**src/rtl/rv32i_pkg.sv**
```systemverilog
// Shared RV32I definitions for the fetch stage and decode helpers:
// opcodes, immediate-format encodings, fetch FSM states.
package rv32i_pkg;

  localparam logic [6:0] OP_LUI     = 7'b0110111;
  localparam logic [6:0] OP_AUIPC   = 7'b0010111;
  localparam logic [6:0] OP_JAL     = 7'b1101111;
  localparam logic [6:0] OP_JALR    = 7'b1100111;
  localparam logic [6:0] OP_BRANCH  = 7'b1100011;
  localparam logic [6:0] OP_LOAD    = 7'b0000011;
  localparam logic [6:0] OP_STORE   = 7'b0100011;
  localparam logic [6:0] OP_OPIMM   = 7'b0010011;
  localparam logic [6:0] OP_OP      = 7'b0110011;
  localparam logic [6:0] OP_SYSTEM  = 7'b1110011;
  localparam logic [6:0] OP_MISCMEM = 7'b0001111;

  // Encodings must stay in lock-step with IMMGEN's immsel_g case items.
  typedef enum logic [2:0] {
    IMM_U    = 3'b000,
    IMM_J    = 3'b001,
    IMM_I    = 3'b010,
    IMM_B    = 3'b011,
    IMM_S    = 3'b100,
    IMM_NONE = 3'b111
  } immsel_e;

  typedef enum logic [1:0] {
    FETCH = 2'b00,
    VALID = 2'b01,
    FLUSH = 2'b10
  } fetch_state_e;

  localparam logic [31:0] NOP_INST = 32'h0000_0013;

  function automatic logic [31:0] word_align(input logic [31:0] addr);
    return {addr[31:2], 2'b00};
  endfunction

endpackage

```
**src/rtl/fetch_unit_if.sv**
```systemverilog
// Instruction-memory request/ready bus; rdata returns in the accepting cycle.
interface fetch_unit_if;

  logic        imem_req;
  logic [31:0] imem_addr;
  logic        imem_ready;
  logic [31:0] imem_rdata;

  modport master (
    output imem_req,
    output imem_addr,
    input  imem_ready,
    input  imem_rdata
  );

  modport slave (
    input  imem_req,
    input  imem_addr,
    output imem_ready,
    output imem_rdata
  );

endinterface

```
**src/rtl/imm_sel_decode.sv**
```systemverilog
// Maps an RV32I opcode to the immediate format consumed by IMMGEN.
module imm_sel_decode
  import rv32i_pkg::*;
(
  input  logic [6:0] i_opcode,
  output logic [2:0] o_immsel
);

  // Opcode to immediate-format lookup; unknown opcodes carry no immediate.
  always_comb begin
    o_immsel = IMM_NONE;
    case (i_opcode)
      OP_LUI, OP_AUIPC:                                   o_immsel = IMM_U;
      OP_JAL:                                             o_immsel = IMM_J;
      OP_OPIMM, OP_LOAD, OP_JALR, OP_SYSTEM, OP_MISCMEM:  o_immsel = IMM_I;
      OP_BRANCH:                                          o_immsel = IMM_B;
      OP_STORE:                                           o_immsel = IMM_S;
      default:                                            o_immsel = IMM_NONE;
    endcase
  end

endmodule

```
**src/rtl/fetch_unit.sv**
```systemverilog
// Instruction fetch stage: owns the PC, handshakes with instruction memory and
// presents one registered instruction (word, PC, immediate format) to decode.
module fetch_unit
  import rv32i_pkg::*;
#(
  parameter logic [31:0] RESET_PC = 32'h0100_0000
) (
  input  logic               clk,
  input  logic               rst,
  fetch_unit_if.master       imem,
  input  logic               i_stall,
  input  logic               i_redirect_valid,
  input  logic [31:0]        i_redirect_pc,
  output logic               o_inst_valid,
  output logic [31:0]        o_inst_out,
  output logic [31:0]        o_inst_pc,
  output logic [2:0]         o_immsel
);

  fetch_state_e r_state;
  logic [31:0]  r_pc;
  logic [31:0]  r_flush_addr;
  logic         r_inst_valid;
  logic [31:0]  r_inst_out;
  logic [31:0]  r_inst_pc;
  logic [2:0]   r_immsel;

  logic [31:0]  w_redirect_pc;
  logic [2:0]   w_immsel;
  logic         w_unused_redirect_bits;

  assign w_redirect_pc          = word_align(i_redirect_pc);
  assign w_unused_redirect_bits = &{1'b0, i_redirect_pc[1:0]};

  imm_sel_decode u_imm_sel_decode (
    .i_opcode (imem.imem_rdata[6:0]),
    .o_immsel (w_immsel)
  );

  // FLUSH keeps the abandoned request's address on the bus until it is accepted.
  assign imem.imem_req  = ((r_state == FETCH) || (r_state == FLUSH)) && !rst;
  assign imem.imem_addr = (r_state == FLUSH) ? r_flush_addr : r_pc;

  // Fetch FSM with registered instruction outputs.
  always_ff @(posedge clk) begin
    if (rst) begin
      r_state      <= FETCH;
      r_pc         <= RESET_PC;
      r_flush_addr <= RESET_PC;
      r_inst_valid <= 1'b0;
      r_inst_out   <= NOP_INST;
      r_inst_pc    <= RESET_PC;
      r_immsel     <= IMM_I;
    end else begin
      case (r_state)
        FETCH: begin
          if (i_redirect_valid) begin
            r_pc <= w_redirect_pc;
            if (imem.imem_ready) begin
              r_state <= FETCH;
            end else begin
              r_flush_addr <= r_pc;
              r_state      <= FLUSH;
            end
          end else if (imem.imem_ready) begin
            r_inst_out   <= imem.imem_rdata;
            r_inst_pc    <= r_pc;
            r_immsel     <= w_immsel;
            r_inst_valid <= 1'b1;
            r_pc         <= r_pc + 32'd4;
            r_state      <= VALID;
          end else begin
            r_state <= FETCH;
          end
        end
        VALID: begin
          // Redirect kills the held instruction even while decode is stalled.
          if (i_redirect_valid) begin
            r_pc         <= w_redirect_pc;
            r_inst_valid <= 1'b0;
            r_state      <= FETCH;
          end else if (i_stall) begin
            r_state <= VALID;
          end else begin
            r_inst_valid <= 1'b0;
            r_state      <= FETCH;
          end
        end
        FLUSH: begin
          if (i_redirect_valid) begin
            r_pc <= w_redirect_pc;
          end else begin
            r_pc <= r_pc;
          end
          if (imem.imem_ready) begin
            r_state <= FETCH;
          end else begin
            r_state <= FLUSH;
          end
        end
        default: begin
          r_inst_valid <= 1'b0;
          r_state      <= FETCH;
        end
      endcase
    end
  end

  assign o_inst_valid = r_inst_valid;
  assign o_inst_out   = r_inst_out;
  assign o_inst_pc    = r_inst_pc;
  assign o_immsel     = r_immsel;

endmodule

```
**src/flat_wrapper.sv**
```systemverilog
// flat-port wrapper written by rule: the top's interface ports become plain ports
module fetch_unit_flat import rv32i_pkg::*;
#(
  parameter logic [31:0] RESET_PC = 32'h0100_0000
)
  (clk, rst, i_stall, i_redirect_valid, i_redirect_pc, o_inst_valid, o_inst_out, o_inst_pc, o_immsel, imem_imem_req, imem_imem_addr, imem_imem_ready, imem_imem_rdata);
  fetch_unit_if imem_i ();
  input  logic clk;
  input  logic rst;
  input  logic i_stall;
  input  logic i_redirect_valid;
  input  logic [31:0] i_redirect_pc;
  output logic o_inst_valid;
  output logic [31:0] o_inst_out;
  output logic [31:0] o_inst_pc;
  output logic [2:0] o_immsel;
  output wire logic [$bits(imem_i.imem_req)-1:0] imem_imem_req;
  output wire logic [$bits(imem_i.imem_addr)-1:0] imem_imem_addr;
  input wire logic [$bits(imem_i.imem_ready)-1:0] imem_imem_ready;
  input wire logic [$bits(imem_i.imem_rdata)-1:0] imem_imem_rdata;
  assign imem_imem_req = imem_i.imem_req;
  assign imem_imem_addr = imem_i.imem_addr;
  assign imem_i.imem_ready = imem_imem_ready;
  assign imem_i.imem_rdata = imem_imem_rdata;
  fetch_unit #(.RESET_PC(RESET_PC)) u_core (.clk(clk), .rst(rst), .imem(imem_i), .i_stall(i_stall), .i_redirect_valid(i_redirect_valid), .i_redirect_pc(i_redirect_pc), .o_inst_valid(o_inst_valid), .o_inst_out(o_inst_out), .o_inst_pc(o_inst_pc), .o_immsel(o_immsel));
endmodule
```
**config.mk**
```make
export PLATFORM = sky130hd
export DESIGN_NAME = fetch_unit_flat
export DESIGN_NICKNAME = d
export VERILOG_FILES = /design/src/rtl/rv32i_pkg.sv /design/src/rtl/fetch_unit_if.sv /design/src/rtl/imm_sel_decode.sv /design/src/rtl/fetch_unit.sv /design/src/flat_wrapper.sv
export SDC_FILE = /design/constraint.sdc
export NUM_CORES = 1
export LEC_CHECK = 0
export CAP_MARGIN = 30
export CORE_MARGIN = 3
export CORE_UTILIZATION = 48
export DETAILED_ROUTE_END_ITERATION = 12
export GPL_TIMING_DRIVEN = 1
export PLACE_DENSITY = 0.81
export RECOVER_POWER = 100
export SLEW_MARGIN = 20
export SYNTH_ARGS = -nofsm -noshare
export SYNTH_HDL_FRONTEND = slang
export SYNTH_HIERARCHICAL = 1
export SYNTH_SLANG_ARGS = --single-unit
```
**constraint.sdc**
```tcl
create_clock -name clk -period 2.4 [get_ports clk]
set_input_delay 0.24 -clock clk [delete_from_list [all_inputs] [get_ports clk]]
set_output_delay 0.24 -clock clk [all_outputs]
set_load 0.01 [all_outputs]
```
==> run metrics, run 1 <==
Rel. slew slack 34.8%; period utilization 97.3%; CTS H-tree depth 4; initial core utilization 50.4%; CP arrival 2.10 ns; chip height 117 µm; Final min period 2.34 ns; Synth Register Bits 128; Via density 5.64; R2R depth 7; Worst Path Buf+Inv 3; Max-cap violations 0; Worst-Skew Late Latency 0.41 ns; Area Growth Syn to Fin 40.9%; clk buf depth 2; initial antenna violation count 0; fmax 0.428 GHz; vias post-DR 6069; max incr delay on CP 0.49 ns; WP depth 5; clock skew 0.00687 ns; leak pwr 3.27 nW; DRC 0; antenna viol nets, final 0; number of global-route vias before repair 5889; detailed placement HPWL 12000 µm; asr flop ratio synth 0%; flop2flop setup slack 0.15 ns; clk root buf clkbuf_16; Mapped Cells 767; Hold Path Class input port to flip-flop; clock slew seen by the registers of the worst setup and hold paths 0.05 ns; Synth top area share 43.4%; GP Congestion 0.883; cts hold-fix bufs 0; Nets 995; Die ar. 0.0137 mm²; crit path launch type flip-flop; wire per inst 16.3 µm; largest net degree at the start of global routing 54; Post-synth top flop dfxtp_1; Die W 117 µm; Reg2Reg Launch Point u_core/r_state[0]$_SDFF_PP0_; Core ar. 0.0117 mm²; Slew Viols, Final 0; Avg Inst Size Synth 7.69 µm²; Final Hold Fails 0; Slowest-stage cell, CP clkdlybuf4s50_1; dpl cells 1044; DRT Pass-1 Iters 6; power density cells 695 mW/mm²; worst-path maximum fanout 16; top post-synthesis cells by area dfxtp_1 (43%), nand2_1 (15%), a21oi_1 (9.8%); setup violators final 0; leading area contributor after synthesis dfxtp_1; crit path kind flip-flop to output pin; post-synthesis sequential area ratio 43.4%; post-synth cell types 56; fraction of final layout cells sized beyond drive strength 1 10.8%; setup TNS 0 ns; CTS Buf Count 17; synth warn 6; maximum vdd drop 0.442 mV; Tot GR Track Use 25.4%; CP top delay family buffers and inverters; CTS tree done; total grt overflow 0; Sink Count 128; first-pass GRT wire length 28000 µm; Worst setup EP type output pin; RR Endpoint u_core/r_pc[2]$_SDFFE_PP0P_; Post-Syn Area 0.00590 mm²; final WL 17500 µm; number of inserted diodes 0; status finished, final reports clean; CP cell instances inv_1 -> ha_4 -> clkbuf_16 -> mux2_2 -> clkdlybuf4s50_1; Post-Layout Cell Count 1076; Crit. Startpoint u_core/r_state[0]$_SDFF_PP0_; worst slew pin tran 0.977 ns; IO Port Bufs 163; # IOs 170; Critical Path RT 2.16 ns; worst hold path startpoint rst; FP Rows 39; number of flops mapped to enable cells by yosys 0; Hold Path End u_core/o_inst_out[21]$_SDFFE_PP0P_; Iteration-0 DRC Markers 457; worst hold stages 2
## synth_stat cells, types with 5 or more instances
cell type  instances
clkbuf_1          51
buf_4              5
nand3_1           22
nand3b_1           8
o31ai_1            5
nor4_1             7
a211oi_1          10
nor3_1             9
o21ai_0           20
and3_1             8
nand4_1            5
dfxtp_1          128
ha_1               5
mux2_2            29
nand2_1          230
buf_2              5
a21oi_1          116
nor2_1            29
buf_1              6
a31oi_1            6
## layout make-up
class / instances / area, µm²
clock inverters: 6 / 82.6
multi-input cells: 572 / 3070
clock buffers: 25 / 475
repair buffers: 199 / 1930
well taps: 143 / 179
flip-flops and latches: 128 / 2560
inverters: 3 / 11.3
fillers: 916 / 3400
## timing repair
item                                   CTS  global route
setup endpoints to repair                2            28
buffers inserted                         0             0
resized for setup                        2             4
endpoints found under the hold margin    0             0
cloned                                   0             1
## through the flow
step           cell area [µm²]  hold WS [ns]  utilization [%]  total power, mW  worst slack, ns
2_1_floorplan             5910         0.319                -             2.89            0.365
3_3_place_gp              7740         0.438             66.1             3.36            0.247
3_5_place_dp              7740         0.443             66.1             3.39            0.169
4_1_cts                   8300         0.176             70.8             5.83          0.00701
5_1_grt                   8320         0.194             71.0             6.02          -0.0244
6_report                  8320         0.186             71.0             5.78           0.0639
## state kept, by name (all words and copies together) (netlist names)
register,count
u_core/o_inst_out,32
u_core/o_inst_pc,30
u_core/r_flush_addr,30
u_core/r_pc,30
u_core/o_immsel,3
u_core/r_state,2
u_core/o_inst_valid,1
## per-layer routing
| layer | vias up | global-route usage, % | share of wire, % |
|---|---|---|---|
| li1 | 2952 | - | - |
| met5 | - | 0 | 0 |
| met3 | 35 | 7.56 | 8.7 |
| met1 | 2806 | 30.2 | 41 |
| met4 | 0 | 9.17 | 2.2 |
| met2 | 276 | 43.7 | 48 |
## how the worst max path moves through the flow
stage,to,slack (ns)
global placement,u_core/r_pc[29]$_SDFFE_PP0P_,0.25
detailed placement,u_core/r_pc[29]$_SDFFE_PP0P_,0.17
CTS,imem_imem_addr[30],0.007
floorplan,u_core/r_pc[2]$_SDFFE_PP0P_,0.37
global route,u_core/r_pc[24]$_SDFFE_PP1P_,-0.02
finish,imem_imem_addr[21],0.06
## power breakdown
| part | internal (mW) | total [mW] | switching (mW) |
|---|---|---|---|
| combinational | 0.485 | 0.991 | 0.507 |
| clock | 1.57 | 2.44 | 0.871 |
| sequential | 2.25 | 2.35 | 0.102 |
## placed cells by master (no fill, tap or decap), drive strengths merged, types with 3 or more instances in the layout
master and instances:
nor3 9, dfxtp 128, a211oi 10, or3 4
nand3 24, nand2 230, clkinv 3, nand4 5
clkdlybuf4s50 92, nor3b 3, conb 4, nor4 10
o31ai 5, and2 3, a21oi 116, mux2 29
a311oi 4, o211ai 3, inv 3, a41o 4
dlygate4sd3 66, o21ai 21, clkbuf 32, nor2 29
ha 5, or4 3, nand3b 8, buf 30
a31oi 6, and3 9
## cell families (layout without fill, tap and decap cells)
logic type | count (synthesis) | in the layout | share of synthesized area (%)
buffers and inverters | 70 | 233 | 4.88
AO/OA/AOI/OAI | 182 | 182 | 17.7
XOR/XNOR | 2 | 2 | 0.297
adder cells (fa/ha/maj) | 5 | 5 | 1.06
other | 1 | 4 | 0.0636
multiplexers | 31 | 31 | 5.87
flip-flops | 128 | 128 | 43.4
AND/OR/NAND/NOR | 348 | 348 | 26.7
Note: power is estimated with default switching activity, not from simulation.
==> inputs of run 2 (changes only) <==
Settings changed: ABC_AREA set to 0.
==> results of run 2 <==
Same layout as run 1: the final DEF is identical, and so are final timing and power.
